File: src/rtl/formula_sweep_ctrl_pkg.sv
// Shared definitions for the formula sweep controller.
//   - sweep_state_e : FSM state encoding (IDLE, RUN, DRAIN, DONE)
//   - N_IN_DEF      : default formula input width
//   - CNT_W_DEF     : default eval/miss counter width
//   - min_cnt_w()   : smallest counter width that can hold 2^n_in
package formula_sweep_ctrl_pkg;

  typedef enum logic [1:0] {
    IDLE  = 2'd0,
    RUN   = 2'd1,
    DRAIN = 2'd2,
    DONE  = 2'd3
  } sweep_state_e;

  // A full sweep retires 2^n_in vectors, which needs one bit more than n_in.
  function automatic int min_cnt_w(input int n_in);
    return n_in + 1;
  endfunction

  localparam int N_IN_DEF  = 19;
  localparam int CNT_W_DEF = min_cnt_w(N_IN_DEF);

endpackage

File: src/rtl/formula_sweep_retire.sv
// Retire stage of the formula sweep: holds the one in-flight result (s1),
// compares it against the expected value and accumulates the results.
// Ports:
//   clk, rst          clock, synchronous active-high reset
//   clr_i             clear results (accepted start)
//   issue_i           capture vec_i/out_i into s1 this edge
//   vec_i, out_i      vector being issued and the formula output for it
//   expect_i          required formula output
//   miss_now_o        s1 holds a miss that retires this cycle
//   miss_found_o      at least one miss retired
//   miss_vec_o        first vector that missed
//   miss_count_o      saturating miss counter
//   eval_count_o      number of vectors retired
module formula_sweep_retire
  import formula_sweep_ctrl_pkg::*;
#(
  parameter int N_IN  = N_IN_DEF,
  parameter int CNT_W = CNT_W_DEF
) (
  input  logic             clk,
  input  logic             rst,
  input  logic             clr_i,
  input  logic             issue_i,
  input  logic [N_IN-1:0]  vec_i,
  input  logic             out_i,
  input  logic             expect_i,
  output logic             miss_now_o,
  output logic             miss_found_o,
  output logic [N_IN-1:0]  miss_vec_o,
  output logic [CNT_W-1:0] miss_count_o,
  output logic [CNT_W-1:0] eval_count_o
);

  logic             s1_vld_q;
  logic [N_IN-1:0]  s1_vec_q;
  logic             s1_out_q;
  logic [CNT_W-1:0] eval_q, eval_d;
  logic [CNT_W-1:0] miss_cnt_q, miss_cnt_d;
  logic             found_q, found_d;
  logic [N_IN-1:0]  mvec_q, mvec_d;

  assign miss_now_o = s1_vld_q && (s1_out_q != expect_i);

  always_comb begin
    eval_d     = eval_q;
    miss_cnt_d = miss_cnt_q;
    found_d    = found_q;
    mvec_d     = mvec_q;
    if (clr_i) begin
      eval_d     = '0;
      miss_cnt_d = '0;
      found_d    = 1'b0;
      mvec_d     = '0;
    end else if (s1_vld_q) begin
      eval_d = eval_q + CNT_W'(1);
      if (miss_now_o) begin
        if (miss_cnt_q != '1) miss_cnt_d = miss_cnt_q + CNT_W'(1);
        // Only the first miss of a sweep is recorded.
        if (!found_q) begin
          found_d = 1'b1;
          mvec_d  = s1_vec_q;
        end
      end
    end
  end

  always_ff @(posedge clk) begin
    if (rst) begin
      s1_vld_q   <= 1'b0;
      s1_vec_q   <= '0;
      s1_out_q   <= 1'b0;
      eval_q     <= '0;
      miss_cnt_q <= '0;
      found_q    <= 1'b0;
      mvec_q     <= '0;
    end else begin
      s1_vld_q <= issue_i;
      if (issue_i) begin
        s1_vec_q <= vec_i;
        s1_out_q <= out_i;
      end
      eval_q     <= eval_d;
      miss_cnt_q <= miss_cnt_d;
      found_q    <= found_d;
      mvec_q     <= mvec_d;
    end
  end

  assign miss_found_o = found_q;
  assign miss_vec_o   = mvec_q;
  assign miss_count_o = miss_cnt_q;
  assign eval_count_o = eval_q;

endmodule

File: src/rtl/formula_sweep_ctrl.sv
// Sweep sequencer: drives a combinational formula with every vector in
// [range_lo_i, range_hi_i], one per cycle, and checks each output against
// expect_i. Results: eval count, saturating miss count, first miss vector.
// Ports:
//   clk, rst                 clock, synchronous active-high reset
//   start_i                  begin a sweep (sampled only in IDLE)
//   abort_i                  end a running sweep early
//   pause_i                  hold issue; the in-flight result still retires
//   range_lo_i, range_hi_i   inclusive vector range
//   expect_i                 required formula output
//   stop_on_miss_i           end the sweep at the first miss
//   f_vec_o / f_out_i        formula input vector / formula output
//   busy_o                   high in RUN and DRAIN
//   done_o, aborted_o        one-cycle end pulse; aborted valid with done
//   miss_found_o, miss_vec_o, miss_count_o, eval_count_o   results
//   state_o                  current FSM state (debug)
// Control handshake: start_i is a single-cycle request honoured only while
// busy_o=0 and done_o=0; each accepted start yields exactly one done_o pulse
// unless rst intervenes. Results hold from done_o until the next accepted start.
module formula_sweep_ctrl
  import formula_sweep_ctrl_pkg::*;
#(
  parameter int N_IN  = N_IN_DEF,
  parameter int CNT_W = CNT_W_DEF
) (
  input  logic             clk,
  input  logic             rst,
  input  logic             start_i,
  input  logic             abort_i,
  input  logic             pause_i,
  input  logic [N_IN-1:0]  range_lo_i,
  input  logic [N_IN-1:0]  range_hi_i,
  input  logic             expect_i,
  input  logic             stop_on_miss_i,
  output logic [N_IN-1:0]  f_vec_o,
  input  logic             f_out_i,
  output logic             busy_o,
  output logic             done_o,
  output logic             aborted_o,
  output logic             miss_found_o,
  output logic [N_IN-1:0]  miss_vec_o,
  output logic [CNT_W-1:0] miss_count_o,
  output logic [CNT_W-1:0] eval_count_o,
  output logic [1:0]       state_o
);

  if (CNT_W < min_cnt_w(N_IN)) begin : g_cnt_w_check
    $error("formula_sweep_ctrl: CNT_W must be at least N_IN+1");
  end

  sweep_state_e    state_q, state_d;
  logic [N_IN-1:0] f_vec_q, f_vec_d;
  logic [N_IN-1:0] range_hi_q, range_hi_d;
  logic            expect_q, expect_d;
  logic            stop_q, stop_d;
  logic            aborted_q, aborted_d;
  logic            issue;
  logic            clr;
  logic            miss_now;

  always_comb begin
    state_d    = state_q;
    f_vec_d    = f_vec_q;
    range_hi_d = range_hi_q;
    expect_d   = expect_q;
    stop_d     = stop_q;
    aborted_d  = aborted_q;
    issue      = 1'b0;
    clr        = 1'b0;
    case (state_q)
      IDLE: begin
        if (start_i) begin
          clr       = 1'b1;
          aborted_d = 1'b0;
          if (range_lo_i <= range_hi_i) begin
            range_hi_d = range_hi_i;
            expect_d   = expect_i;
            stop_d     = stop_on_miss_i;
            f_vec_d    = range_lo_i;
            state_d    = RUN;
          end else begin
            state_d = DONE;  // empty range: finish with cleared results
          end
        end
      end
      RUN: begin
        // abort outranks a stop_on_miss stop; both discard this cycle's issue
        if (abort_i) begin
          aborted_d = 1'b1;
          state_d   = DONE;
        end else if (stop_q && miss_now) begin
          state_d = DONE;
        end else if (!pause_i) begin
          issue = 1'b1;
          // Stopping at range_hi keeps f_vec from wrapping at all-ones.
          if (f_vec_q == range_hi_q) state_d = DRAIN;
          else                       f_vec_d = f_vec_q + N_IN'(1);
        end
      end
      DRAIN: begin
        if (abort_i) aborted_d = 1'b1;
        state_d = DONE;
      end
      DONE: state_d = IDLE;
      default: state_d = IDLE;
    endcase
  end

  always_ff @(posedge clk) begin
    if (rst) begin
      state_q    <= IDLE;
      f_vec_q    <= '0;
      range_hi_q <= '0;
      expect_q   <= 1'b0;
      stop_q     <= 1'b0;
      aborted_q  <= 1'b0;
    end else begin
      state_q    <= state_d;
      f_vec_q    <= f_vec_d;
      range_hi_q <= range_hi_d;
      expect_q   <= expect_d;
      stop_q     <= stop_d;
      aborted_q  <= aborted_d;
    end
  end

  formula_sweep_retire #(
    .N_IN  (N_IN),
    .CNT_W (CNT_W)
  ) u_retire (
    .clk          (clk),
    .rst          (rst),
    .clr_i        (clr),
    .issue_i      (issue),
    .vec_i        (f_vec_q),
    .out_i        (f_out_i),
    .expect_i     (expect_q),
    .miss_now_o   (miss_now),
    .miss_found_o (miss_found_o),
    .miss_vec_o   (miss_vec_o),
    .miss_count_o (miss_count_o),
    .eval_count_o (eval_count_o)
  );

  assign f_vec_o   = f_vec_q;
  assign busy_o    = (state_q == RUN) || (state_q == DRAIN);
  assign done_o    = (state_q == DONE);
  assign aborted_o = aborted_q;
  assign state_o   = state_q;

endmodule

File: config.mk
export PLATFORM = sky130hd
export DESIGN_NAME = formula_sweep_ctrl
export DESIGN_NICKNAME = d
export VERILOG_FILES = /design/src/rtl/formula_sweep_ctrl_pkg.sv /design/src/rtl/formula_sweep_retire.sv /design/src/rtl/formula_sweep_ctrl.sv
export SDC_FILE = /design/constraint.sdc
export NUM_CORES = 1
export LEC_CHECK = 0
export ABC_AREA = 0
export CAP_MARGIN = 20
export CORE_ASPECT_RATIO = 0.6
export CORE_MARGIN = 1.5
export CORE_UTILIZATION = 45
export CTS_CLUSTER_SIZE = 20
export DETAILED_ROUTE_END_ITERATION = 7
export PLACE_DENSITY = 0.68
export SYNTH_ARGS = -nofsm -noshare
export SYNTH_HDL_FRONTEND = slang
export SYNTH_HIERARCHICAL = 1
export SYNTH_SLANG_ARGS = --single-unit
File: constraint.sdc
create_clock -name clk -period 5.9 [get_ports clk]
set_input_delay 1.18 -clock clk [delete_from_list [all_inputs] [get_ports clk]]
set_output_delay 1.18 -clock clk [all_outputs]
set_load 0.1 [all_outputs]
==> results.yml <==
worst_setup_path:
  worstPathMaxFanout: 18
  r2r_cells: 6
  path_class: "in -> reg"
  reg2reg_to: "f_vec_o[5]"
  r2r-start: "f_vec_o[13]"
  reg2reg_slack_ns: 3.01
  endpoint_kind: "register"
  crit_arrival_ns: 4.11
  start_kind: "primary input"
  required_ns: 6.20
clock_tree:
  post_cts_buffers: 0
  cts_made_buffers: 17
  cts_tree: "yes"
  cts_sinks: 124
  htree_levels: 4
  cts_hold_buf: 0
  cts_resized: 0
  clock_latency_ns: 0.41
  clkTransAtPathRegs_ns: 0.06
  cts-root-buf: "clkbuf_16"
  clk_path_buf_depth: 2
cells_and_area:
  fin_nets: 947
  fillCellCount: 1173
  synthToLayoutAreaGrowth_pct: 32.06
  stdcell_count: 1064
  n_antenna_cell: 0
  final_layout_size_suffix_gt1_share_pct: 5.849
  post-route-util_pct: 60.67
global_routing:
  antenna_found_initial: 0
  use_met1_pct: 37.40
  grt_pass1_vias: 5617
  grt_pass1_wl_mm: 28.78
  grt_util_all_layers_pct: 25.25
  busiest_layer: "met1"
  grt_use_met2_pct: 35.99
  grt_max_degree: 64
  grt.overflow.total: 0
  use_met3_pct: 6.058
routing:
  routed-via-count: 5950
  drt_iter0_drc: 394
  avgViaCountPerCell: 5.592
  drcViolationCount: 0
  wl_mm: 18.09
  ant_nets: 0
  drt-pass1-iter-count: 6
  routedWlPerCell_um: 17.00
yosys:
  yosysWarnings: 6
  ys_ff_latch: 124
  synth_nets: 833
  postSynthAreaPerCell_sq_um: 8.215
  synth_flop_cell: "dfxtp_1"
  syn-cell-area_sq_um: 6260
  synth_edf_count: 0
  async_reset_ff_share_pct: 0
  ys_seq_area_share_pct: 39.66
  netlist_instances: 762
  synth.distinct_cells: 56
placement:
  port_buffers: 129
  dp.cells: 1031
  gp_congestion: 0.9223
  dp_hpwl_mm: 13.11
min_path:
  min_delay_path_depth: 2
  hold_start: "u_retire/s1_vec_q[2]"
  hp-class: "reg -> reg"
  holdPathEnd: "u_retire/miss_vec_o[2]"
floorplan:
  num_io_pins: 130
  die_area_sq_um: 14650
  initial_core_util_pct: 45.94
  fp.dieH_um: 94.36
  floorplan.rows: 33
  core_sq_um: 13630
  fp.dieW_um: 155.3
sta:
  relSlewSlack_pct: 30.69
  drv_slew: 0
  period_share_pct: 64.54
  setup_viol: 0
  min_period_ns: 3.808
  tightest_slew_ns: 1.036
  hold_viol_final: 0
  finClkSkew_ns: 0.01380
  max_freq_mhz: 262.6
  rsz0062_at_grt: "no"
  final.setup.tns_ns: 0
power_and_ir_drop:
  powerDensity_nw_per_um2: 432.2
  vdd_drop_max_mv: 0.4877
  p_leak_nw: 3.102
status:
  status: "finished, final reports clean"
run:
  cap_violations: 0
cell usage in the layout, fill, tap and decap left out, types with 4 or more instances in the layout:
master and count:
a211oi_1 8, a21oi_1 52, a31oi_1 9, and3_1 9, and4_1 5, buf_4 5
bufinv_16 4, clkbuf_16 17, clkdlybuf4s50_1 129, dfxtp_1 124, ha_1 25, inv_1 30
mux2i_1 44, nand2_1 128, nand2b_1 5, nand3_1 26, nand4_1 26, nor2_1 76
nor3_1 8, nor4_1 10, o211ai_1 4, o21ai_0 16, o21ai_1 9, o31ai_1 5
or3_1 5, xnor2_1 13, xor2_1 41
routing by layer:
layer / part of all wire (%) / vias up
li1: - / 2878
met1: 50 / 2821
met2: 41 / 225
met3: 7.6 / 26
met4: 1.4 / 0
met5: 0 / -
per-stage QoR:
| step | setup WS, ns | hold WS (ns) | power, mW | area, sq um |
|---|---|---|---|---|
| 6_report | 2.092 | 0.4541 | 3.573 | 8267 |
| 2_1_floorplan | 2.646 | 0.4313 | 2.110 | 6260 |
| 3_3_place_gp | 1.966 | 0.4439 | 2.426 | 7620 |
| 5_1_grt | 1.918 | 0.4731 | 3.719 | 8267 |
| 4_1_cts | 2.163 | 0.4538 | 3.562 | 8247 |
| 3_5_place_dp | 1.747 | 0.4470 | 2.455 | 7620 |
flip-flops by register name, summed over array words and instances (netlist names), 2 cells and up:
| register | cells |
|---|---|
| u_retire/eval_count_o | 20 |
| u_retire/miss_count_o | 20 |
| f_vec_o | 19 |
| range_hi_q | 19 |
| u_retire/miss_vec_o | 19 |
| u_retire/s1_vec_q | 19 |
| state_o | 2 |
critical path, cell delays in order:
cell	delay, ns
clkdlybuf4s50_1	0.48
inv_1	0.05
ha_1	0.28
a21oi_1	0.22
o21a_1	0.20
nor2_1	0.06
o31ai_1	0.39
a21o_1	0.60
nand2_1	0.30
o41ai_1	0.36
power by group:
part | internal (mW) | switching (mW)
logic | 0.378 | 0.996
registers | 0.928 | 0.173
clock network | 0.727 | 0.371
total | 2.03 | 1.54
layout make-up:
| cell class | instances | area, sq um | area share [%] |
|---|---|---|---|
| Clock inverter | 11 | 166.4 | 2.013 |
| Timing Repair Buffer | 135 | 1349 | 16.32 |
| Tap cell | 175 | 219.0 | 2.649 |
| Sequential cell | 124 | 2482 | 30.03 |
| Multi-Input combinational cell | 567 | 3473 | 42.02 |
| Clock buffer | 21 | 460.4 | 5.570 |
| Inverter | 31 | 116.4 | 1.408 |
synth_stat cells, types with 10 or more instances:
master | number | area [sq um]
nor2_1 | 77 | 289.0
xor2_1 | 41 | 359.1
nand3_1 | 26 | 130.1
a21oi_1 | 53 | 265.3
clkbuf_1 | 24 | 90.09
nand2_1 | 128 | 480.5
nor4_1 | 10 | 62.56
mux2i_1 | 44 | 440.4
o21ai_0 | 16 | 80.08
inv_1 | 30 | 112.6
nand4_1 | 26 | 162.7
ha_1 | 25 | 312.8
dfxtp_1 | 124 | 2482
xnor2_1 | 13 | 113.9
how the worst max path moves through the flow:
| stage | cells past startpoint | to | slack [ns] | start |
|---|---|---|---|---|
| after global placement | 10 | f_vec_o[0] | 1.97 | range_hi_i[5] |
| after detailed placement | 10 | f_vec_o[0] | 1.75 | range_hi_i[4] |
| after floorplan | 2 | busy_o | 2.65 | state_o[0] |
| after global routing | 10 | f_vec_o[0] | 1.92 | range_hi_i[4] |
| final | 10 | f_vec_o[0] | 2.09 | range_hi_i[4] |
| after CTS | 10 | f_vec_o[0] | 2.16 | range_hi_i[4] |
cell families (layout without fill, tap and decap cells):
family	count (synthesis)	in the layout	share of synthesized area, %
fa+ha+maj	25	25	4.997
mux	44	44	7.036
buf+inv	71	198	4.957
xor+xnor	54	54	7.555
simple gates	315	315	23.17
compound gates	129	129	12.63
flops	124	124	39.66
Note: power is estimated with default switching activity, not from simulation.
